==> config.mk <==
export PLATFORM = sky130hd
export DESIGN_NAME = uart_rx_core_flat
export DESIGN_NICKNAME = d
export VERILOG_FILES = /design/src/rtl/uart_rx_core_pkg.sv /design/src/rtl/uart_rx_core_if.sv /design/src/rtl/uart_rx_sync.sv /design/src/rtl/uart_rx_core.sv /design/src/flat_wrapper.sv
export SDC_FILE = /design/constraint.sdc
export NUM_CORES = 1
export LEC_CHECK = 0
export ABC_CLOCK_PERIOD_IN_PS = 1800
export CAP_MARGIN = 20
export CORE_UTILIZATION = 35
export DETAILED_ROUTE_END_ITERATION = 10
export SYNTH_ARGS = -nofsm -noshare
export SYNTH_HDL_FRONTEND = slang
export SYNTH_SLANG_ARGS = --single-unit
==> constraint.sdc <==
create_clock -name CLK -period 1.8 [get_ports CLK]
set_input_delay 0.18 -clock CLK [delete_from_list [all_inputs] [get_ports CLK]]
set_output_delay 0.18 -clock CLK [all_outputs]
set_load 0.05 [all_outputs]
==> src/rtl/uart_rx_core_pkg.sv <==
// uart_rx_core_pkg
// Shared types and constants for the 8N1 UART receiver: FSM state encoding,
// oversampling ratio, mid-bit sample point and frame data width.
package uart_rx_core_pkg;

  localparam int unsigned OVERSAMPLE = 16;
  localparam int unsigned MID_SAMPLE = 7;
  localparam int unsigned DATA_BITS  = 8;

  localparam int unsigned TICK_W = $clog2(OVERSAMPLE);
  localparam int unsigned BIT_W  = $clog2(DATA_BITS);

  typedef logic [TICK_W-1:0]    tick_t;
  typedef logic [BIT_W-1:0]     bit_idx_t;
  typedef logic [DATA_BITS-1:0] data_t;

  typedef enum logic [2:0] {
    INIT,
    IDLE,
    START,
    DATA,
    STOP,
    ERROR
  } rx_state_t;

endpackage

==> src/rtl/uart_rx_core_if.sv <==
// uart_rx_core_if
// Bundles the receiver's line-side inputs and byte-side outputs.
//   serial_in : serial line, idle high, asynchronous to CLK
//   x16_BAUD  : one-CLK enable pulse at 16x baud
//   Do        : last correctly received byte
//   valid     : one-CLK pulse when Do updates
//   error     : sticky framing error
// master : environment side (drives line and tick, observes results)
// slave  : receiver side
interface uart_rx_core_if;
  import uart_rx_core_pkg::*;

  logic  serial_in;
  logic  x16_BAUD;
  data_t Do;
  logic  valid;
  logic  error;

  modport master (
    output serial_in,
    output x16_BAUD,
    input  Do,
    input  valid,
    input  error
  );

  modport slave (
    input  serial_in,
    input  x16_BAUD,
    output Do,
    output valid,
    output error
  );

endinterface

==> src/rtl/uart_rx_sync.sv <==
// uart_rx_sync
// Two-flop synchronizer for the asynchronous serial line. Resets to 1 so the
// receiver sees an idle (high) line while reset is asserted.
//   CLK      : system clock
//   reset    : asynchronous active-high reset
//   async_in : raw serial line
//   sync_out : line synchronized to CLK
module uart_rx_sync (
  input  logic CLK,
  input  logic reset,
  input  logic async_in,
  output logic sync_out
);

  logic [1:0] ff_q;

  always_ff @(posedge CLK or posedge reset) begin
    if (reset) begin
      ff_q <= '1;
    end else begin
      ff_q <= {ff_q[0], async_in};
    end
  end

  assign sync_out = ff_q[1];

endmodule

==> src/rtl/uart_rx_core.sv <==
// uart_rx_core
// 8N1 UART receiver, LSB first, oversampled by a 16x-baud tick. After reset it
// requires P_REG_MODE_TH consecutive high ticks before hunting start bits.
// Any framing fault (false start or low stop bit) latches error until reset.
//   CLK   : system clock, rising edge
//   reset : asynchronous active-high reset
//   rx_if : line input, tick enable, Do / valid / error outputs (slave side)
module uart_rx_core
  import uart_rx_core_pkg::*;
#(
  parameter int unsigned P_REG_MODE_TH = 160
) (
  input  logic           CLK,
  input  logic           reset,
  uart_rx_core_if.slave  rx_if
);

  localparam int unsigned IDLE_W = $clog2(P_REG_MODE_TH + 1);
  localparam logic [IDLE_W-1:0] IDLE_TH = IDLE_W'(P_REG_MODE_TH);

  rx_state_t         state_q, state_d;
  tick_t             tick_q, tick_d;
  bit_idx_t          bit_q, bit_d;
  data_t             shift_q, shift_d;
  data_t             do_q, do_d;
  logic [IDLE_W-1:0] idle_q, idle_d, idle_inc;
  logic              valid_q, valid_d;
  logic              rx;

  uart_rx_sync u_sync (
    .CLK      (CLK),
    .reset    (reset),
    .async_in (rx_if.serial_in),
    .sync_out (rx)
  );

  always_ff @(posedge CLK or posedge reset) begin
    if (reset) begin
      state_q <= INIT;
      tick_q  <= '0;
      bit_q   <= '0;
      shift_q <= '0;
      do_q    <= '0;
      idle_q  <= '0;
      valid_q <= 1'b0;
    end else begin
      state_q <= state_d;
      tick_q  <= tick_d;
      bit_q   <= bit_d;
      shift_q <= shift_d;
      do_q    <= do_d;
      idle_q  <= idle_d;
      valid_q <= valid_d;
    end
  end

  always_comb begin
    state_d  = state_q;
    tick_d   = tick_q;
    bit_d    = bit_q;
    shift_d  = shift_q;
    do_d     = do_q;
    idle_d   = idle_q;
    // valid_d defaults low every CLK, so the strobe lasts one CLK even when
    // ticks are sparse.
    valid_d  = 1'b0;
    idle_inc = (idle_q == IDLE_TH) ? idle_q : idle_q + 1'b1;

    if (rx_if.x16_BAUD) begin
      unique case (state_q)
        INIT: begin
          if (rx) begin
            idle_d = idle_inc;
            if (idle_inc == IDLE_TH) state_d = IDLE;
          end else begin
            idle_d = '0;
          end
        end

        IDLE: begin
          if (!rx) begin
            state_d = START;
            tick_d  = '0;
          end
        end

        START: begin
          if (tick_q == tick_t'(MID_SAMPLE)) begin
            if (!rx) begin
              state_d = DATA;
              tick_d  = '0;
              bit_d   = '0;
            end else begin
              state_d = ERROR;
            end
          end else begin
            tick_d = tick_q + 1'b1;
          end
        end

        DATA: begin
          if (tick_q == tick_t'(OVERSAMPLE - 1)) begin
            tick_d  = '0;
            shift_d = {rx, shift_q[DATA_BITS-1:1]};
            if (bit_q == bit_idx_t'(DATA_BITS - 1)) begin
              state_d = STOP;
            end else begin
              bit_d = bit_q + 1'b1;
            end
          end else begin
            tick_d = tick_q + 1'b1;
          end
        end

        STOP: begin
          if (tick_q == tick_t'(OVERSAMPLE - 1)) begin
            tick_d = '0;
            if (rx) begin
              do_d    = shift_q;
              valid_d = 1'b1;
              state_d = IDLE;
            end else begin
              state_d = ERROR;
            end
          end else begin
            tick_d = tick_q + 1'b1;
          end
        end

        ERROR: begin
          state_d = ERROR;
        end

        default: begin
          state_d = ERROR;
        end
      endcase
    end
  end

  assign rx_if.Do    = do_q;
  assign rx_if.valid = valid_q;
  // error is a decode of the ERROR state; it holds until reset returns to INIT.
  assign rx_if.error = (state_q == ERROR);

endmodule

==> src/flat_wrapper.sv <==
// flat-port wrapper written by rule: the top's interface ports become plain ports
module uart_rx_core_flat import uart_rx_core_pkg::*;
#(
  parameter int unsigned P_REG_MODE_TH = 160
)
  (CLK, reset, rx_if_serial_in, rx_if_x16_BAUD, rx_if_Do, rx_if_valid, rx_if_error);
  uart_rx_core_if rx_if_i ();
  input  logic CLK;
  input  logic reset;
  input wire logic [$bits(rx_if_i.serial_in)-1:0] rx_if_serial_in;
  input wire logic [$bits(rx_if_i.x16_BAUD)-1:0] rx_if_x16_BAUD;
  output wire logic [$bits(rx_if_i.Do)-1:0] rx_if_Do;
  output wire logic [$bits(rx_if_i.valid)-1:0] rx_if_valid;
  output wire logic [$bits(rx_if_i.error)-1:0] rx_if_error;
  assign rx_if_i.serial_in = rx_if_serial_in;
  assign rx_if_i.x16_BAUD = rx_if_x16_BAUD;
  assign rx_if_Do = rx_if_i.Do;
  assign rx_if_valid = rx_if_i.valid;
  assign rx_if_error = rx_if_i.error;
  uart_rx_core #(.P_REG_MODE_TH(P_REG_MODE_TH)) u_core (.CLK(CLK), .reset(reset), .rx_if(rx_if_i));
endmodule
==> results_dict.tcl, run 1 <==
set metrics [dict create \
    end_kind "flop" \
    gp_congestion 0.781 \
    arrival_ns 1.90 \
    drive_gt1_share_pct 23.4 \
    cap_violations 0 \
    cpMostUsedCell "nand2_1" \
    fin_total_pwr_mw 3.01 \
    synth_edf_count 0 \
    grt_overflow 0 \
    htree_levels 2 \
    rows 27 \
    leakagePower_nw 1.14 \
    cp.required_ns 2.03 \
    cts-root-buf "clkbuf_8" \
    cts_buffers 5 \
    syn_nets 224 \
    core_area_um2 5510 \
    drcViolationCount 0 \
    synth_top_area_cell "dfrtp_1" \
    cts.path.max_buffers 2 \
    cp_slowest_cell "dfrtp_1" \
    path_clk_slew_ns 0.08 \
    path_class "reg2reg" \
    yosysWarnings 0 \
    syn_inst 215 \
    synth_flop_cell "dfrtp_1" \
    area_delta_synth_final_pct 24.5 \
    syn_area_um2 2000 \
    antenna_left 0 \
    power.density_nw_per_um2 1210 \
    numPortBuffers 13 \
    rsz0062_at_grt "true" \
    async_reset_ff_share_pct 100 \
    max_freq_mhz 601 \
    drtIter0Drc 94 \
    yosysUniqueCellTypes 43 \
    grt_pass1_wl_mm 6.99 \
    grtUsageMet3_pct 3.88 \
    vdd_drop_max_mv 0.724 \
    fin_crit_sh_pct 92.5 \
    fin_tns_setup_ns 0 \
    crit_buf_inv 0 \
    grt_pass1_vias 1491 \
    path_cells "nor2b_4 > nand2_1 > o221ai_2 > nand2_1 > a221oi_1 > a21o_1" \
    dr.pass1.iters 4 \
    wire_per_inst_um 12.5 \
    num_vias 1564 \
    setup_violations 0 \
    vias_per_cell 4.95 \
    start_kind "flop" \
    routed_wl_mm 3.95 \
    grt_most_used_layer "met2" \
    place_hpwl_mm 2.77 \
    grtUsageTotal_pct 14.9 \
    slowest_delay_ns 0.42 \
    antenna_found_initial 0 \
    pin_count 14 \
    fin_crit_ns 1.66 \
    die_y_um 77.5 \
    grt_start_max_net_pins 38 \
    die-area_um2 6010 \
    relSlewSlack_pct 66.8 \
    post-route-util_pct 45.1 \
    use_met1_pct 20.2 \
    hold_class "in2reg" \
    final_nets 252 \
    cts_hold_buf 0 \
    final_max_slew_viol_count 0 \
    synth-seq-cells 37 \
    finClkSkew_ns 0.00532 \
    yosys.area.top_type_share_pct 43.9 \
    cp_max_fo 7 \
    clock_latency_ns 0.29 \
    cts_tree "done" \
    n_antenna_cell 0 \
    path_delay_family "compound AO/OA/AOI/OAI gates" \
    hold-worst-slack_ns 0.290 \
    yosys-top-cells-area "dfrtp_1, nand2_1, mux2_2, ha_1, nor2_1" \
    ys_seq_area_share_pct 46.5 \
    hold_viol_final 0 \
    synth.avg_cell_area_um2 9.28 \
    worst_pin_slew_ns 0.496 \
    die_w_um 77.5 \
    clock_sinks 37 \
    status "finished, final reports clean" \
    initial_utilization_pct 36.2 \
    grt_use_met2_pct 22.8 \
]
## final timing paths
| check | from | to | slack [ns] | depth (start not counted) |
|---|---|---|---|---|
| max in group asynchronous | reset | u_core.u_sync.ff_q[0]$_DFF_PP1_ | 1.15 | 3 |
| hold / removal | rx_if_serial_in | u_core.u_sync.ff_q[0]$_DFF_PP1_ | 0.29 | 1 |
| setup / recovery | u_core.state_q[1]$_DFFE_PP0P_ | u_core.tick_q[1]$_DFFE_PP0P_ | 0.14 | 6 |
| setup reg to reg | u_core.state_q[1]$_DFFE_PP0P_ | u_core.tick_q[1]$_DFFE_PP0P_ | 0.14 | 6 |
| min in group asynchronous | reset | u_core.rx_if.Do[1]$_DFFE_PP0P_ | 0.30 | 3 |
| hold reg to reg | u_core.u_sync.ff_q[0]$_DFF_PP1_ | u_core.u_sync.ff_q[1]$_DFF_PP1_ | 0.36 | 0 |
## cells in the mapped netlist, types with 3 or more instances
library cell  count
o21ai_1          10
a21oi_1           7
nor3_1            9
ha_1              5
inv_1             7
nand3_1           6
nand2_1          45
dfrtp_1          35
clkbuf_1          4
mux2i_1           4
buf_2             6
nor2_1           15
a31oi_1           3
and3_1            3
nand4_1           5
xor2_1            5
o21ai_0           8
mux2_2           10
## final cells by class
type	instances	area, um2
timing repair buffer	33	290
clock inverter	3	68.8
multi-input combinational	158	1000
inverter	8	30.0
tap	72	90.1
clock buffer	5	68.8
fill	524	3020
sequential	37	931
## metrics by stage
stage                     setup slack (ns)  instance area, um2  cells
after global routing               -0.0139                2480    316
after CTS                           0.0486                2440    315
after global placement              0.0713                2300    307
after detailed placement            0.0117                2300    307
after floorplan                      0.200                2000    215
final                                0.136                2480    316
## timing repair
| action | in CTS | in global routing |
|---|---|---|
| gates resized for setup | 0 | 9 |
| setup buffers | 0 | 1 |
| setup endpoints to repair | 0 | 11 |
## cell families (layout without fill, tap and decap cells)
family	Yosys count	after routing	synth area share, %
simple gates	95	95	23.8
compound gates	39	39	12.0
flops	37	37	46.5
buf+inv	20	49	4.70
mux	14	14	7.65
fa+ha+maj	5	5	3.13
xor+xnor	5	5	2.19
## layer usage
metal	part of all wire, %	vias to the layer above
met5	0	-
met4	1.3	0
met3	3.1	6
met2	46	27
met1	50	730
li1	-	801
## layout by cell type (no fill, tap or decap), drive strengths merged, types with 6 or more instances in the layout
cell type       n
dfrtp          35
nor3           10
inv             9
nor2           15
nand3           6
nand2          45
mux2           10
clkdlybuf4s50  12
a21oi           7
o21ai          18
buf            21
## flip-flops by register name (all words and copies together), names as in the netlist
register and flops:
u_core.rx_if.Do 8, u_core.idle_q 8, u_core.tick_q 4, u_core.rx_if.valid 1
u_core.shift_q 8, u_core.u_sync.ff_q 2, u_core.bit_q 3, u_core.state_q 3
## power by group
| group | leakage, nW | internal [mW] | switching (mW) | total [mW] |
|---|---|---|---|---|
| Combinational | 0.574 | 0.480 | 0.509 | 0.989 |
| Clock | 0.0687 | 0.558 | 0.319 | 0.877 |
| Sequential | 0.493 | 0.954 | 0.194 | 1.15 |
(Power assumes the default switching activity.)
==> inputs of run 2 (changes only) <==
Settings changed: DONT_BUFFER_PORTS from default to 1.
==> run 2 against run 1 <==
  * Setup slack got worse by 0.0073 ns
  * Critical path depth fell by 1
  * Utilization fell by 2.2 points
  * Critical path type unchanged
  * Clock skew rose by 0.0057 ns
  * Design area fell by 5.0%
  * Sequential power barely moved
  * Maximum frequency fell by 0.44%
  * Largest power group unchanged
  * Critical endpoint is now u_core.bit_q[0]$_DFFE_PP0P_
  * Total power fell by 4.7%
  * Highest routed layer unchanged
  * Non-clock buffer count fell by 10
  * Clock power fell by 16%
==> results_dict.tcl, run 2 (synthesized netlist as in run 1, its figures left out) <==
set metrics [dict create \
    power.density_nw_per_um2 1220 \
    seq_area_um2 933 \
    grt_pass1_wl_mm 6.87 \
    finClkSkew_ns 0.0110 \
    pin_count 14 \
    final_common_cell "nand2_1" \
    grt_overflow 0 \
    fin_tns_setup_ns 0 \
    relSlewSlack_pct 67.8 \
    gp_congestion 0.739 \
    final_nets 242 \
    r2r_setup_slack_ns 0.13 \
    drive_gt1_share_pct 25.2 \
    routed_wl_mm 4.00 \
    path_class "reg2reg" \
    vdd_drop_max_mv 0.530 \
    status "finished, final reports clean" \
    clock_sinks 37 \
    cp-startpoint "u_core.state_q[2]$_DFFE_PP0P_" \
    core_area_um2 5510 \
    die_y_um 77.5 \
    grtUsageTotal_pct 14.7 \
    combinationalPowerShare_pct 34.2 \
    p_sw_share_pct 35.7 \
    antenna_left 0 \
    cts_buffers 5 \
    die_w_um 77.5 \
    p_int_mw 1.85 \
    reg2reg_from "u_core.state_q[2]$_DFFE_PP0P_" \
    wire_per_inst_um 13.1 \
    n_antenna_cell 0 \
    vias_per_cell 5.08 \
    fin_total_pwr_mw 2.87 \
    cap_violations 0 \
    grt_start_max_net_pins 38 \
    cp_max_fo 7 \
    initial_utilization_pct 36.2 \
    fillers 540 \
    numPortBuffers 0 \
    hold_viol_final 0 \
    area_delta_synth_final_pct 18.2 \
    setup_violations 0 \
    cp.required_ns 1.98 \
    cts.path.max_buffers 2 \
    final_max_slew_viol_count 0 \
    max_freq_mhz 598 \
    hold_end "u_core.tick_q[0]$_DFFE_PP0P_" \
    antenna_found_initial 0 \
    rows 27 \
    fin_crit_ns 1.67 \
    arrival_ns 1.85 \
    drcViolationCount 0 \
    final_cell_mix "nand2_1, dfrtp_1, buf_4" \
    cts_tree "done" \
    grt_pass1_vias 1466 \
    clock_latency_ns 0.30 \
    hold_class "in2reg" \
    hold_path_depth 2 \
    worstHoldStart "rx_if_x16_BAUD" \
    die-area_um2 6010 \
    clkPwrFrac_pct 25.6 \
    reg2reg_depth 5 \
    place_hpwl_mm 2.76 \
    p_seq_share_pct 40.2 \
    switchingPower_mw 1.03 \
    end_kind "flop" \
    multiInputGateArea_um2 1010 \
    fin_crit_sh_pct 92.9 \
    reg2reg_to "u_core.bit_q[0]$_DFFE_PP0P_" \
    cts-root-buf "clkbuf_8" \
    worst_pin_slew_ns 0.483 \
    path_clk_slew_ns 0.07 \
    num_vias 1555 \
    htree_levels 2 \
    leakagePower_nw 1.09 \
    dr.pass1.iters 4 \
    drtIter0Drc 86 \
    start_kind "flop" \
]
run 2: cell count changes in the layout (fill, tap and decap cells not counted), sizes merged:
cell and change:
clkdlybuf4s50 -12, dlygate4sd3 +2, inv -1, clkinv +1, clkinvlp +1, bufinv -1
run 2: layout make-up:
cell class / count / area share, %
tap: 72 / 3.82
multi-input combinational: 158 / 42.9
clock inverter: 3 / 1.96
timing repair buffer: 23 / 7.53
sequential: 37 / 39.6
clock buffer: 5 / 2.92
inverter: 8 / 1.27
run 2: power groups by stage:
stage / clock network (mW) / logic [mW] / registers (mW)
6_report: 0.735 / 0.982 / 1.16
2_1_floorplan: 0 / 0.800 / 1.05
3_3_place_gp: 0 / 0.878 / 1.16
3_5_place_dp: 0 / 0.888 / 1.17
4_1_cts: 0.765 / 0.898 / 1.15
5_1_grt: 0.794 / 1.12 / 1.18
run 2: layer usage:
metal  track usage, %  routed length (um)  part of all wire, %
met5                0                   0                    0
met4             6.79                  77                  1.9
met3             3.29                 111                  2.8
met2             22.7                1790                   45
met1             19.4                2020                   51
run 2: worst max path at each step:
stage / end / slack, ns / cells past startpoint
finish: u_core.bit_q[0]$_DFFE_PP0P_ / 0.13 / 5
global route: u_core.state_q[2]$_DFFE_PP0P_ / -0.01 / 8
CTS: u_core.bit_q[0]$_DFFE_PP0P_ / 0.07 / 5
detailed placement: u_core.bit_q[0]$_DFFE_PP0P_ / 0.08 / 5
global placement: u_core.state_q[0]$_DFFE_PP0P_ / 0.11 / 7
floorplan: u_core.state_q[2]$_DFFE_PP0P_ / 0.20 / 6
run 2: stage by stage:
| stage | utilization, % | area, um2 | setup slack, ns | hold WS, ns | std cells |
|---|---|---|---|---|---|
| 2_1_floorplan | - | 2000 | 0.200 | 0.184 | 215 |
| 3_3_place_gp | 39.0 | 2150 | 0.107 | 0.185 | 292 |
| 3_5_place_dp | 39.0 | 2150 | 0.0782 | 0.185 | 292 |
| 4_1_cts | 41.5 | 2280 | 0.0694 | 0.0767 | 302 |
| 5_1_grt | 42.9 | 2360 | -0.0133 | 0.0840 | 306 |
| 6_report | 42.9 | 2360 | 0.128 | 0.0781 | 306 |
run 2: worst max-delay path: stages (launching register included):
cell and delay (ns):
dfrtp_2 0.46, nor2b_4 0.20, buf_4 0.16, nand4_1 0.15, nor2_1 0.23, mux2_2 0.36
run 2: what timing repair did:
action	CTS	global route
setup buffers	0	4
endpoints found under the hold margin	36	0
gates resized for setup	0	11
setup endpoints to repair	0	7
hold buffers	2	0
==> inputs of run 3 (changes only) <==
Settings changed: SYNTH_HIERARCHICAL from default to 1.
==> run 3 against run 2 <==
  * Clock-buffer cell count stayed put
  * Sequential power is 13% lower
  * Maximum frequency is 1.8% lower
  * Via count is 6.8% lower
  * Global-route usage is 0.92 points lower
  * Critical path type unchanged
  * Combinational power is 68% lower
  * First-iteration DRC count is 34% lower
  * Wire length is 3.4% lower
  * Largest cell class unchanged
==> results_dict.tcl, run 3 <==
set metrics [dict create \
    hold_path_depth 2 \
    leakagePower_nw 1.09 \
    grtUsageTotal_pct 13.7 \
    fin_crit_sh_pct 94.6 \
    synth_edf_count 0 \
    path_clk_slew_ns 0.08 \
    drtIter0Drc 57 \
    final_common_cell "dfrtp_1" \
    instances_no_fill 281 \
    drcViolationCount 0 \
    cap_violations 0 \
    antenna_found_initial 0 \
    synth-seq-cells 37 \
    clock_sinks 37 \
    cts_tree "done" \
    final_max_slew_viol_count 0 \
    die_w_um 78.1 \
    rows 27 \
    dpl.cell_count 270 \
    fin_tns_setup_ns 0 \
    post-route-util_pct 43.4 \
    grt_start_max_net_pins 36 \
    yosysWarnings 6 \
    postPlaceCellArea_um2 2210 \
    slowest_delay_ns 0.39 \
    synth.avg_cell_area_um2 10.8 \
    die-area_um2 6090 \
    dp_slack_ns 0.0233 \
    status "finished, final reports clean" \
    fin_crit_ns 1.70 \
    path_class "reg2reg" \
    wire_per_inst_um 13.7 \
    cp.required_ns 1.97 \
    n_antenna_cell 0 \
    arrival_ns 1.87 \
    hold-worst-slack_ns 0.0373 \
    antenna_left 0 \
    grt_overflow 0 \
    routed_wl_mm 3.86 \
    start_kind "flop" \
    path_cells "ha_1 > and3_2 > a21oi_1 > and4b_2 > mux2_2" \
    numPortBuffers 0 \
    rsz0062_at_grt "false" \
    cts.path.max_buffers 2 \
    cts-root-buf "clkbuf_8" \
    setup_slack_ns 0.0977 \
    relSlewSlack_pct 67.1 \
    place_hpwl_mm 2.71 \
    gp_congestion 0.838 \
    synth_flop_cell "dfrtp_1" \
    grt_pass1_wl_mm 6.52 \
    grt_pass1_vias 1357 \
    reg2reg_depth 5 \
    area_delta_synth_final_pct 18.9 \
    worst_pin_slew_ns 0.493 \
    async_reset_ff_share_pct 100 \
    synth_most_common_cell "dfrtp_1" \
    vias_per_cell 5.16 \
    synth_top_area_cell "dfrtp_1" \
    syn_inst 188 \
    fin_area_um2 2410 \
    final_cell_mix "dfrtp_1, buf_4, mux2_2" \
    syn_nets 197 \
    syn_area_um2 2020 \
    yosysUniqueCellTypes 53 \
    core_area_um2 5540 \
    power.density_nw_per_um2 911 \
    hold_viol_final 0 \
    finClkSkew_ns 0.00564 \
    clock_latency_ns 0.28 \
    initial_utilization_pct 36.5 \
    cts_buffers 5 \
    synth_common_cells "dfrtp_1, mux2_2, o21ai_0" \
    drive_gt1_share_pct 34.9 \
    hold_class "in2reg" \
    cp_max_fo 4 \
    end_kind "flop" \
    yosys.area.top_type_share_pct 43.3 \
    htree_levels 2 \
    fin_total_pwr_mw 2.19 \
    vdd_drop_max_mv 0.688 \
    num_vias 1449 \
    ys_seq_area_share_pct 45.9 \
    yosys-top-cells-area "dfrtp_1, mux2_2, ha_1, o21ai_0, dfstp_2" \
    final_nets 217 \
    pin_count 14 \
    dr.pass1.iters 4 \
    max_freq_mhz 587 \
    setup_violations 0 \
    cp_slowest_cell "dfrtp_1" \
    die_y_um 78.1 \
]
==> run 3: cell type report <==
cell class | count | area, um2
inverter | 10 | 37.5
sequential | 37 | 931
clock buffer | 5 | 68.8
fill | 546 | 3130
timing repair buffer | 23 | 178
tap | 72 | 90.1
multi-input combinational | 131 | 1030
clock inverter | 3 | 68.8
==> run 3: timing repair <==
action | in CTS | in global routing
gates resized for setup | 0 | 10
endpoints found under the hold margin | 38 | 0
setup buffers | 0 | 1
setup endpoints to repair | 0 | 17
hold buffers | 2 | 0
==> run 3: routing by layer <==
| metal | GRT usage (%) | vias up | part of all wire [%] |
|---|---|---|---|
| met3 | 3.26 | 4 | 2.6 |
| met1 | 19.2 | 696 | 50 |
| met4 | 5.00 | 0 | 1.3 |
| met2 | 20.6 | 20 | 46 |
| met5 | 0 | - | 0 |
| li1 | - | 729 | - |
==> run 3: path summary, 6_finish.rpt <==
path | start | end | slack [ns]
hold / removal | rx_if_x16_BAUD | u_core/tick_q[0]$_DFFE_PP0P_ | 0.04
hold reg to reg | u_core/u_sync/ff_q[0]$_DFF_PP1_ | u_core/u_sync/ff_q[1]$_DFF_PP1_ | 0.36
setup reg to reg | u_core/tick_q[1]$_DFFE_PP0P_ | u_core/bit_q[0]$_DFFE_PP0P_ | 0.1
min in group asynchronous | reset | u_core/u_sync/ff_q[0]$_DFF_PP1_ | 0.39
max in group asynchronous | reset | u_core/state_q[0]$_DFFE_PP0P_ | 1.00
setup / recovery | u_core/tick_q[1]$_DFFE_PP0P_ | u_core/bit_q[0]$_DFFE_PP0P_ | 0.1
==> run 3: cell families after synthesis <==
logic type / Yosys count / synth area share (%)
adders and majority gates: 5 / 3.09
buffers and inverters: 20 / 4.57
xor gates and xnor gates: 2 / 0.865
muxes: 23 / 12.6
AOI/OAI and AO/OA: 41 / 14.6
DFF: 37 / 45.9
and+or+nand+nor: 60 / 18.4
==> run 3: worst max-delay path: cells and delay by family (launching register included) <==
family          cells  cell delay (ns)
flops               1             0.39
compound gates      1             0.07
simple gates        2             0.57
mux                 1             0.34
fa+ha+maj           1             0.22
==> run 3: report_power, final <==
part,total [mW],switching (mW),leakage (nW),internal [mW]
registers,1.01,0.0872,0.481,0.927
logic,0.319,0.140,0.545,0.179
clock network,0.859,0.301,0.0687,0.558
total,2.19,0.528,1.09,1.66
